## src/rtl/tdm_demux.sv

```systemverilog
`default_nettype none
// ============================================================================
// Module      : tdm_demux
// Description : Time-division demultiplexer. Collects CHANNELS beats of a
//               sync-marked frame into shadow storage and commits the whole
//               frame to out_data at once. Short or unsynced frames are
//               flagged on err and their partial data is discarded.
// Revision    : 1.0 - initial release
// ============================================================================
module tdm_demux #(
   parameter int WIDTH    = 2,
   parameter int CHANNELS = 4,
   localparam int SEL_W   = $clog2(CHANNELS)
) (
   input  logic                      clk,
   input  logic                      rst_n,
   input  logic                      in_valid,
   input  logic                      in_sync,
   input  logic [WIDTH-1:0]          in_data,
   output logic [CHANNELS*WIDTH-1:0] out_data,
   output logic                      frame_done,
   output logic                      err,
   output logic [SEL_W-1:0]          slot
);

   localparam logic [0:0] S_IDLE = 1'b0;
   localparam logic [0:0] S_RECV = 1'b1;

   localparam logic [SEL_W-1:0] c_LAST_SLOT = SEL_W'(CHANNELS - 1);
   localparam logic [SEL_W-1:0] c_SLOT_ONE  = SEL_W'(1);

   // The last channel never needs shadow storage: its beat is merged
   // directly into out_data at commit time.
   localparam int SHADOW_W = (CHANNELS - 1) * WIDTH;

   logic [0:0]                state_q,      state_d;
   logic [SEL_W-1:0]          slot_q,       slot_d;
   logic [SHADOW_W-1:0]       shadow_q,     shadow_d;
   logic [CHANNELS*WIDTH-1:0] out_data_q,   out_data_d;
   logic                      frame_done_q, frame_done_d;
   logic                      err_q,        err_d;

   // Next-state logic: beat steering, frame commit and protocol checking
   always_comb begin
      state_d      = state_q;
      slot_d       = slot_q;
      shadow_d     = shadow_q;
      out_data_d   = out_data_q;
      frame_done_d = 1'b0;
      err_d        = 1'b0;

      if (in_valid) begin
         case (state_q)
            S_IDLE: begin
               if (in_sync) begin
                  shadow_d[WIDTH-1:0] = in_data;
                  slot_d              = c_SLOT_ONE;
                  state_d             = S_RECV;
               end else begin
                  // Beat outside any frame: drop it and flag
                  err_d = 1'b1;
               end
            end
            S_RECV: begin
               if (in_sync) begin
                  // Short frame: abandon the partial frame, restart at slot 0
                  err_d               = 1'b1;
                  shadow_d[WIDTH-1:0] = in_data;
                  slot_d              = c_SLOT_ONE;
               end else if (slot_q == c_LAST_SLOT) begin
                  out_data_d   = {in_data, shadow_q};
                  frame_done_d = 1'b1;
                  slot_d       = '0;
                  state_d      = S_IDLE;
               end else begin
                  for (int k = 1; k < CHANNELS - 1; k++) begin
                     if (slot_q == SEL_W'(k)) begin
                        shadow_d[k*WIDTH +: WIDTH] = in_data;
                     end
                  end
                  slot_d = slot_q + c_SLOT_ONE;
               end
            end
            default: begin
               state_d = S_IDLE;
               slot_d  = '0;
            end
         endcase
      end
   end

   // State registers with asynchronous clear
   always_ff @(posedge clk or negedge rst_n) begin
      if (!rst_n) begin
         state_q      <= S_IDLE;
         slot_q       <= '0;
         shadow_q     <= '0;
         out_data_q   <= '0;
         frame_done_q <= 1'b0;
         err_q        <= 1'b0;
      end else begin
         state_q      <= state_d;
         slot_q       <= slot_d;
         shadow_q     <= shadow_d;
         out_data_q   <= out_data_d;
         frame_done_q <= frame_done_d;
         err_q        <= err_d;
      end
   end

   assign out_data   = out_data_q;
   assign frame_done = frame_done_q;
   assign err        = err_q;
   assign slot       = slot_q;

endmodule
`default_nettype wire

```

## config.mk

```make
export PLATFORM = sky130hd
export DESIGN_NAME = tdm_demux
export DESIGN_NICKNAME = d
export VERILOG_FILES = /design/src/rtl/tdm_demux.sv
export SDC_FILE = /design/constraint.sdc
export NUM_CORES = 1
export LEC_CHECK = 0
export ABC_AREA = 1
export CORE_MARGIN = 8
export CORE_UTILIZATION = 52
export CTS_CLUSTER_SIZE = 30
export DETAILED_ROUTE_END_ITERATION = 10
export HOLD_SLACK_MARGIN = 0.05
export MAX_ROUTING_LAYER = met4
export PLACE_DENSITY = 0.81
export SLEW_MARGIN = 15
export SYNTH_ARGS = -nofsm -noshare
export SYNTH_HDL_FRONTEND = slang
export SYNTH_SLANG_ARGS = --single-unit
```

## constraint.sdc

```tcl
create_clock -name clk -period 2.2 [get_ports clk]
set_input_delay 0.44 -clock clk [delete_from_list [all_inputs] [get_ports clk]]
set_output_delay 0.44 -clock clk [all_outputs]
set_load 0.1 [all_outputs]
```

==> results.py, run 1 <==
metrics = {
    "run_status": {
        "run_status": "complete, no violations",
    },
    "place": {
        "place_inst": 124,
        "dp.final_hpwl_mm": 1.19,
        "finalWeightedCongestion": 0.835,
        "place.port_buffers": 17,
    },
    "die": {
        "initial_core_util_pct": 56.3,
        "die_width_um": 56.9,
        "core_sq_um": 1540,
        "die_y_um": 56.9,
        "core.rowCount": 14,
        "floorplan.io_pins": 18,
        "dieArea_sq_um": 3230,
    },
    "grt": {
        "grt_first_pass_wirelength_mm": 2.73,
        "global_route_congestion_overflow_total": 0,
        "grt_start_max_net_pins": 20,
        "grt_pass1_vias": 633,
        "globalRouteTotalUtil_pct": 10.4,
        "antenna_found_initial": 0,
    },
    "yosys": {
        "postSynthRegisterBits": 19,
        "netlist.top_cell.by_area": "sky130_fd_sc_hd__dfrtp_1",
        "synth_area_leaders": "sky130_fd_sc_hd__dfrtp_1, sky130_fd_sc_hd__nand2_1, sky130_fd_sc_hd__o21ai_2, sky130_fd_sc_hd__inv_1, sky130_fd_sc_hd__ha_1",
        "synthesis.area_sq_um": 868,
        "combinational_family_with_the_most_area_after_synthesis": "simple AND/OR/NAND/NOR gates",
        "portion_of_netlist_area_occupied_by_mux_cells_pct": 0,
        "synth_sequential_area_ratio_pct": 54.8,
        "synth_largest_type_area_fraction_pct": 54.8,
        "ys_async_sr_fraction_pct": 100,
        "yosys.area_share.xor_xnor_pct": 0,
        "synth-edff-count": 0,
        "synth-main-ff-cell": "sky130_fd_sc_hd__dfrtp_1",
        "synth_simple_gate_area_share_pct": 20.3,
        "post_synthesis_share_of_cell_area_spent_on_full_adders_half_adders_and_majority_gates_pct": 5.76,
        "synth_compound_gate_area_share_pct": 11.0,
        "yosysWarnings": 0,
        "synth_cells": 91,
        "synth_nets": 101,
        "synth.cells.most_frequent": "sky130_fd_sc_hd__nand2_1, sky130_fd_sc_hd__dfrtp_1, sky130_fd_sc_hd__inv_1",
        "count_of_different_cell_masters_after_synthesis": 16,
        "postSynthAreaPerCell_sq_um": 9.54,
        "yosysMostFrequentCell": "sky130_fd_sc_hd__nand2_1",
    },
    "detailed_routing": {
        "drtAntennaViolNets": 0,
        "totalWireLength_mm": 1.53,
        "drc": 0,
        "vias_per_cell": 5.10,
        "drc_violation_total_after_the_first_tritonroute_iteration": 9,
        "wl_per_cell_um": 11.9,
        "vias": 653,
        "dr_pass1_iterations": 4,
    },
    "min_path": {
        "worstHoldPathType": "in -> async",
    },
    "cts": {
        "number_of_clock_buffers_inserted_by_tritoncts": 3,
        "post_cts_buffers": 0,
        "clock_sinks": 19,
        "clk_pin_slew_worst_paths_ps": 100,
        "htree_num_levels": 1,
        "post_cts_resize_count": 0,
        "tritoncts": "built",
        "cts.path.max_buffers": 2,
        "worstSkewPairLatency_ps": 290,
        "cts-root-buf": "sky130_fd_sc_hd__clkbuf_4",
        "holdBufCountCts": 0,
    },
    "timing": {
        "final-hold-violation-count": 0,
        "fin_crit_sh_pct": 69.8,
        "period_needed_ps": 1530,
        "setup_violations": 0,
        "setup_total_negative_slack_ps": 0,
        "slew_violations": 0,
        "slew-limit-headroom_pct": 81.5,
        "max_slew.worst_pin.slew_ps": 279,
        "worst_clock_skew_ps": 1.15,
        "rsz0062_at_grt": "false",
        "achievable-frequency_ghz": 0.652,
    },
    "setup_path": {
        "cp-end-kind": "output pin",
        "crit_path_start_kind": "flip-flop",
        "critPathBufInv": 1,
        "worstPathArrival_ps": 1090,
        "critPathMaxFanout": 6,
        "path_cells": "buf_4",
        "max_stage_delay_ps": 470,
        "worstSetupPathType": "reg -> out",
        "crit_family": "flip-flops",
        "worst-endpoint-required_ps": 1760,
        "crit_slowest_cell": "sky130_fd_sc_hd__dfrtp_1",
    },
    "cells_and_area": {
        "area.growth.synth_to_final_pct": 21.0,
        "num-nets-final": 123,
        "final_core_utilization_pct": 68.2,
        "antenna_cells": 0,
        "drive_gt1_share_pct": 25.9,
        "final_cell_count_no_fill": 128,
    },
    "flow_run": {
        "drv_cap": 0,
    },
}
==> kinds of logic (layout without fill, tap and decap cells) <==
| logic type | after synthesis | count (layout) |
|---|---|---|
| AO/OA/AOI/OAI | 13 | 13 |
| adder cells (fa/ha/maj) | 4 | 4 |
| buffers and inverters | 17 | 38 |
| flip-flops | 19 | 19 |
| AND/OR/NAND/NOR | 38 | 38 |
==> area by class of cell <==
cell class	instances	area (sq um)
clock buffers	4	26.3
fillers	141	490
inverters	16	60.1
multi-input cells	55	322
flip-flops and latches	19	475
well taps	16	20.0
repair buffers	18	148
==> state kept, by name, summed over array words and instances, names as in the netlist <==
| signal | flops |
|---|---|
| err | 1 |
| frame_done | 1 |
| slot | 2 |
| shadow_q | 6 |
| out_data | 8 |
| state_q | 1 |
==> metrics by stage <==
stage	worst slack [ps]	hold WS, ps	area, sq um
floorplan	291	144	868
global placement	469	457	1020
detailed placement	382	459	1020
CTS	667	473	1050
global route	571	474	1050
finish	665	470	1050
==> placed cells by master (no fill, tap or decap), types with 3 or more instances in the layout <==
master	count
sky130_fd_sc_hd__nand2_1	21
sky130_fd_sc_hd__o21ai_2	8
sky130_fd_sc_hd__nand4_1	4
sky130_fd_sc_hd__nor2_1	6
sky130_fd_sc_hd__clkbuf_4	3
sky130_fd_sc_hd__ha_1	4
sky130_fd_sc_hd__o21ai_0	4
sky130_fd_sc_hd__dfrtp_1	19
sky130_fd_sc_hd__clkdlybuf4s50_1	5
sky130_fd_sc_hd__nand3_1	3
sky130_fd_sc_hd__buf_4	13
sky130_fd_sc_hd__inv_1	15
==> layer usage <==
metal  wire [um]  track usage [%]
met3          89             3.60
met2         701             15.8
met5           0                -
met1         712             12.5
met4          25             4.03
==> final timing paths <==
kind                                          from  cells past startpoint  slack, ps                       to
setup / recovery               slot[0]$_DFFE_PN0P_                      1        670                  slot[0]
hold / removal                               rst_n                      2        470  out_data[0]$_DFFE_PN0P_
setup reg to reg               slot[0]$_DFFE_PN0P_                      6        880  out_data[7]$_DFFE_PN0P_
hold reg to reg            shadow_q[2]$_DFFE_PN0P_                      2        480  shadow_q[2]$_DFFE_PN0P_
max in group asynchronous                    rst_n                      2       1540  shadow_q[1]$_DFFE_PN0P_
min in group clk           shadow_q[2]$_DFFE_PN0P_                      2        480  shadow_q[2]$_DFFE_PN0P_
Power of run 1 is left out: the tool's default activity adds up to more than one toggle a clock period on the data nets, which glitch-free logic cannot reach.
==> run 2: changes to the inputs <==
Settings changed: CORE_UTILIZATION 52 to 44, PLACE_DENSITY 0.81 to 0.73.
Clock period 2.2 ns to 1.26 ns, I/O delays scaled along.
==> run 2 against run 1 <==
  * The run now ends with negative setup slack left
  * Highest routed layer unchanged
  * Sequential cell count is the same
  * Cell area grew 31%
  * Critical endpoint unchanged
  * Via count grew 6.0%
  * Routed wire length grew 24%
  * Utilization grew 4.4 points
  * Critical path depth grew 1
  * Global-route usage grew 0.18 points
==> results.py, run 2 (same netlist as run 1, synthesis figures left out) <==
metrics = {
    "run_status": {
        "run_status": "finished, violations left",
        "failed_checks": "negative setup slack",
    },
    "detailed_routing": {
        "dr_pass1_iterations": 4,
        "drc": 0,
        "wl_per_cell_um": 13.0,
        "drc_violation_total_after_the_first_tritonroute_iteration": 18,
        "drtAntennaViolNets": 0,
        "totalWireLength_mm": 1.89,
        "vias": 692,
        "vias_per_cell": 4.74,
    },
    "cts": {
        "holdBufCountCts": 0,
        "clock_sinks": 19,
        "clk_pin_slew_worst_paths_ps": 100,
        "worstSkewPairLatency_ps": 300,
        "tritoncts": "built",
        "htree_num_levels": 1,
        "cts.path.max_buffers": 2,
        "number_of_clock_buffers_inserted_by_tritoncts": 3,
        "cts-root-buf": "sky130_fd_sc_hd__clkbuf_4",
    },
    "cells_and_area": {
        "antenna_cells": 0,
        "num-nets-final": 130,
        "final_core_utilization_pct": 72.6,
        "layout_commonest_cell": "sky130_fd_sc_hd__nand2_1",
        "number_of_flip_flops_in_the_largest_register": 8,
        "drive_gt1_share_pct": 41.2,
        "area.growth.synth_to_final_pct": 59.1,
        "fill_cells": 144,
        "mostFrequentLayoutCells": "sky130_fd_sc_hd__nand2_1, sky130_fd_sc_hd__dfrtp_1, sky130_fd_sc_hd__inv_1, sky130_fd_sc_hd__buf_12, sky130_fd_sc_hd__o21ai_2",
    },
    "timing": {
        "achievable-frequency_ghz": 0.744,
        "setup_violations": 6,
        "final-hold-violation-count": 0,
        "slew-limit-headroom_pct": 78.0,
        "final.setup.worst_slack_ps": -84.2,
        "worst_clock_skew_ps": 4.72,
        "fin_crit_sh_pct": 107,
        "max_slew.worst_pin.slew_ps": 329,
        "rsz0062_at_grt": "true",
        "slew_violations": 0,
        "period_needed_ps": 1340,
    },
    "setup_path": {
        "cp-end-kind": "output pin",
        "worstPathArrival_ps": 1090,
        "path_cells": "buf_6 > buf_12",
        "reg2regPathDepth": 6,
        "max_stage_delay_ps": 510,
        "critical_path_cell_count": 2,
        "worstReg2RegStart": "slot[0]$_DFFE_PN0P_",
        "worst-r2r-setup-slack_ps": -40,
        "crit_path_start_kind": "flip-flop",
        "worst-endpoint-required_ps": 1010,
        "crit_slowest_cell": "sky130_fd_sc_hd__dfrtp_4",
        "critPathBufInv": 2,
        "worstSetupPathType": "reg -> out",
        "crit_family": "flip-flops",
        "crit_path_start": "slot[0]$_DFFE_PN0P_",
        "timing.rr.end": "shadow_q[5]$_DFFE_PN0P_",
        "worstSetupEndpoint": "slot[0]",
        "critPathMaxFanout": 2,
    },
    "die": {
        "die_width_um": 60.4,
        "core_sq_um": 1900,
        "floorplan.io_pins": 18,
        "die_y_um": 60.4,
        "core.rowCount": 16,
        "initial_core_util_pct": 45.7,
        "dieArea_sq_um": 3650,
    },
    "grt": {
        "grt_start_max_net_pins": 20,
        "globalRouteTotalUtil_pct": 10.6,
        "antenna_found_initial": 0,
        "grt_first_pass_wirelength_mm": 2.73,
        "global_route_congestion_overflow_total": 0,
        "grt_pass1_vias": 610,
    },
    "place": {
        "dp.final_hpwl_mm": 1.27,
        "place.port_buffers": 17,
        "finalWeightedCongestion": 0.833,
    },
    "min_path": {
        "worstHoldPathType": "in -> async",
    },
    "flow_run": {
        "drv_cap": 0,
    },
}
==> run 2: changes by cell type in the layout (fill, tap and decap cells not counted), sizes merged <==
cell / before / now
buf: 13 / 18
nand2: 23 / 25
==> run 2: routing by layer <==
| metal | share of wire [%] | wire, um | track usage (%) | up-vias |
|---|---|---|---|---|
| met5 | 0 | 0 | - | - |
| met4 | 2.5 | 47 | 5.98 | 0 |
| met3 | 7.2 | 137 | 4.03 | 7 |
| met2 | 51 | 963 | 17.8 | 23 |
| met1 | 39 | 746 | 10.3 | 319 |
| li1 | - | - | - | 343 |
==> run 2: cell type report <==
class / count / area [sq um] / area share [%]
flip-flops and latches: 19 / 483 / 35.0
multi-input cells: 57 / 419 / 30.3
repair buffers: 23 / 352 / 25.5
inverters: 16 / 67.6 / 4.89
well taps: 27 / 33.8 / 2.45
clock buffers: 4 / 26.3 / 1.90
==> run 2: repair_timing <==
action	CTS	global route
setup buffers	1	1
endpoints found under the setup margin	4	16
gates resized for setup	5	12
endpoints found under the hold margin	0	0
cloned	0	2
pin swaps	3	3
==> run 2: worst min path at each step <==
stage,depth (start not counted),end,slack (ps)
after floorplan,0,err$_DFF_PN0_,-40
after global placement,2,shadow_q[2]$_DFFE_PN0P_,460
after detailed placement,2,shadow_q[2]$_DFFE_PN0P_,460
after CTS,2,out_data[2]$_DFFE_PN0P_,280
after global routing,2,shadow_q[2]$_DFFE_PN0P_,280
final,2,shadow_q[2]$_DFFE_PN0P_,280
==> run 2: per-stage QoR <==
stage / worst slack [ps] / TNS, ps / hold slack (ps) / instances / area, sq um
3_5_place_dp: -225 / -2230 / 462 / 138 / 1230
5_1_grt: -125 / -501 / 282 / 146 / 1380
6_report: -84.2 / -237 / 276 / 146 / 1380
2_1_floorplan: -111 / -938 / -43.6 / 91 / 895
4_1_cts: -93.8 / -177 / 278 / 143 / 1310
3_3_place_gp: -197 / -1820 / 457 / 138 / 1230
==> run 2: worst register-to-register path: stages, from the launching register on <==
cell	delay, ps
sky130_fd_sc_hd__dfrtp_4	510
sky130_fd_sc_hd__buf_12	140
sky130_fd_sc_hd__ha_4	170
sky130_fd_sc_hd__nor2_4	150
sky130_fd_sc_hd__nand3_2	110
sky130_fd_sc_hd__nand2_2	80
sky130_fd_sc_hd__nand2_2	40
Power of run 2 is left out for the same reason.
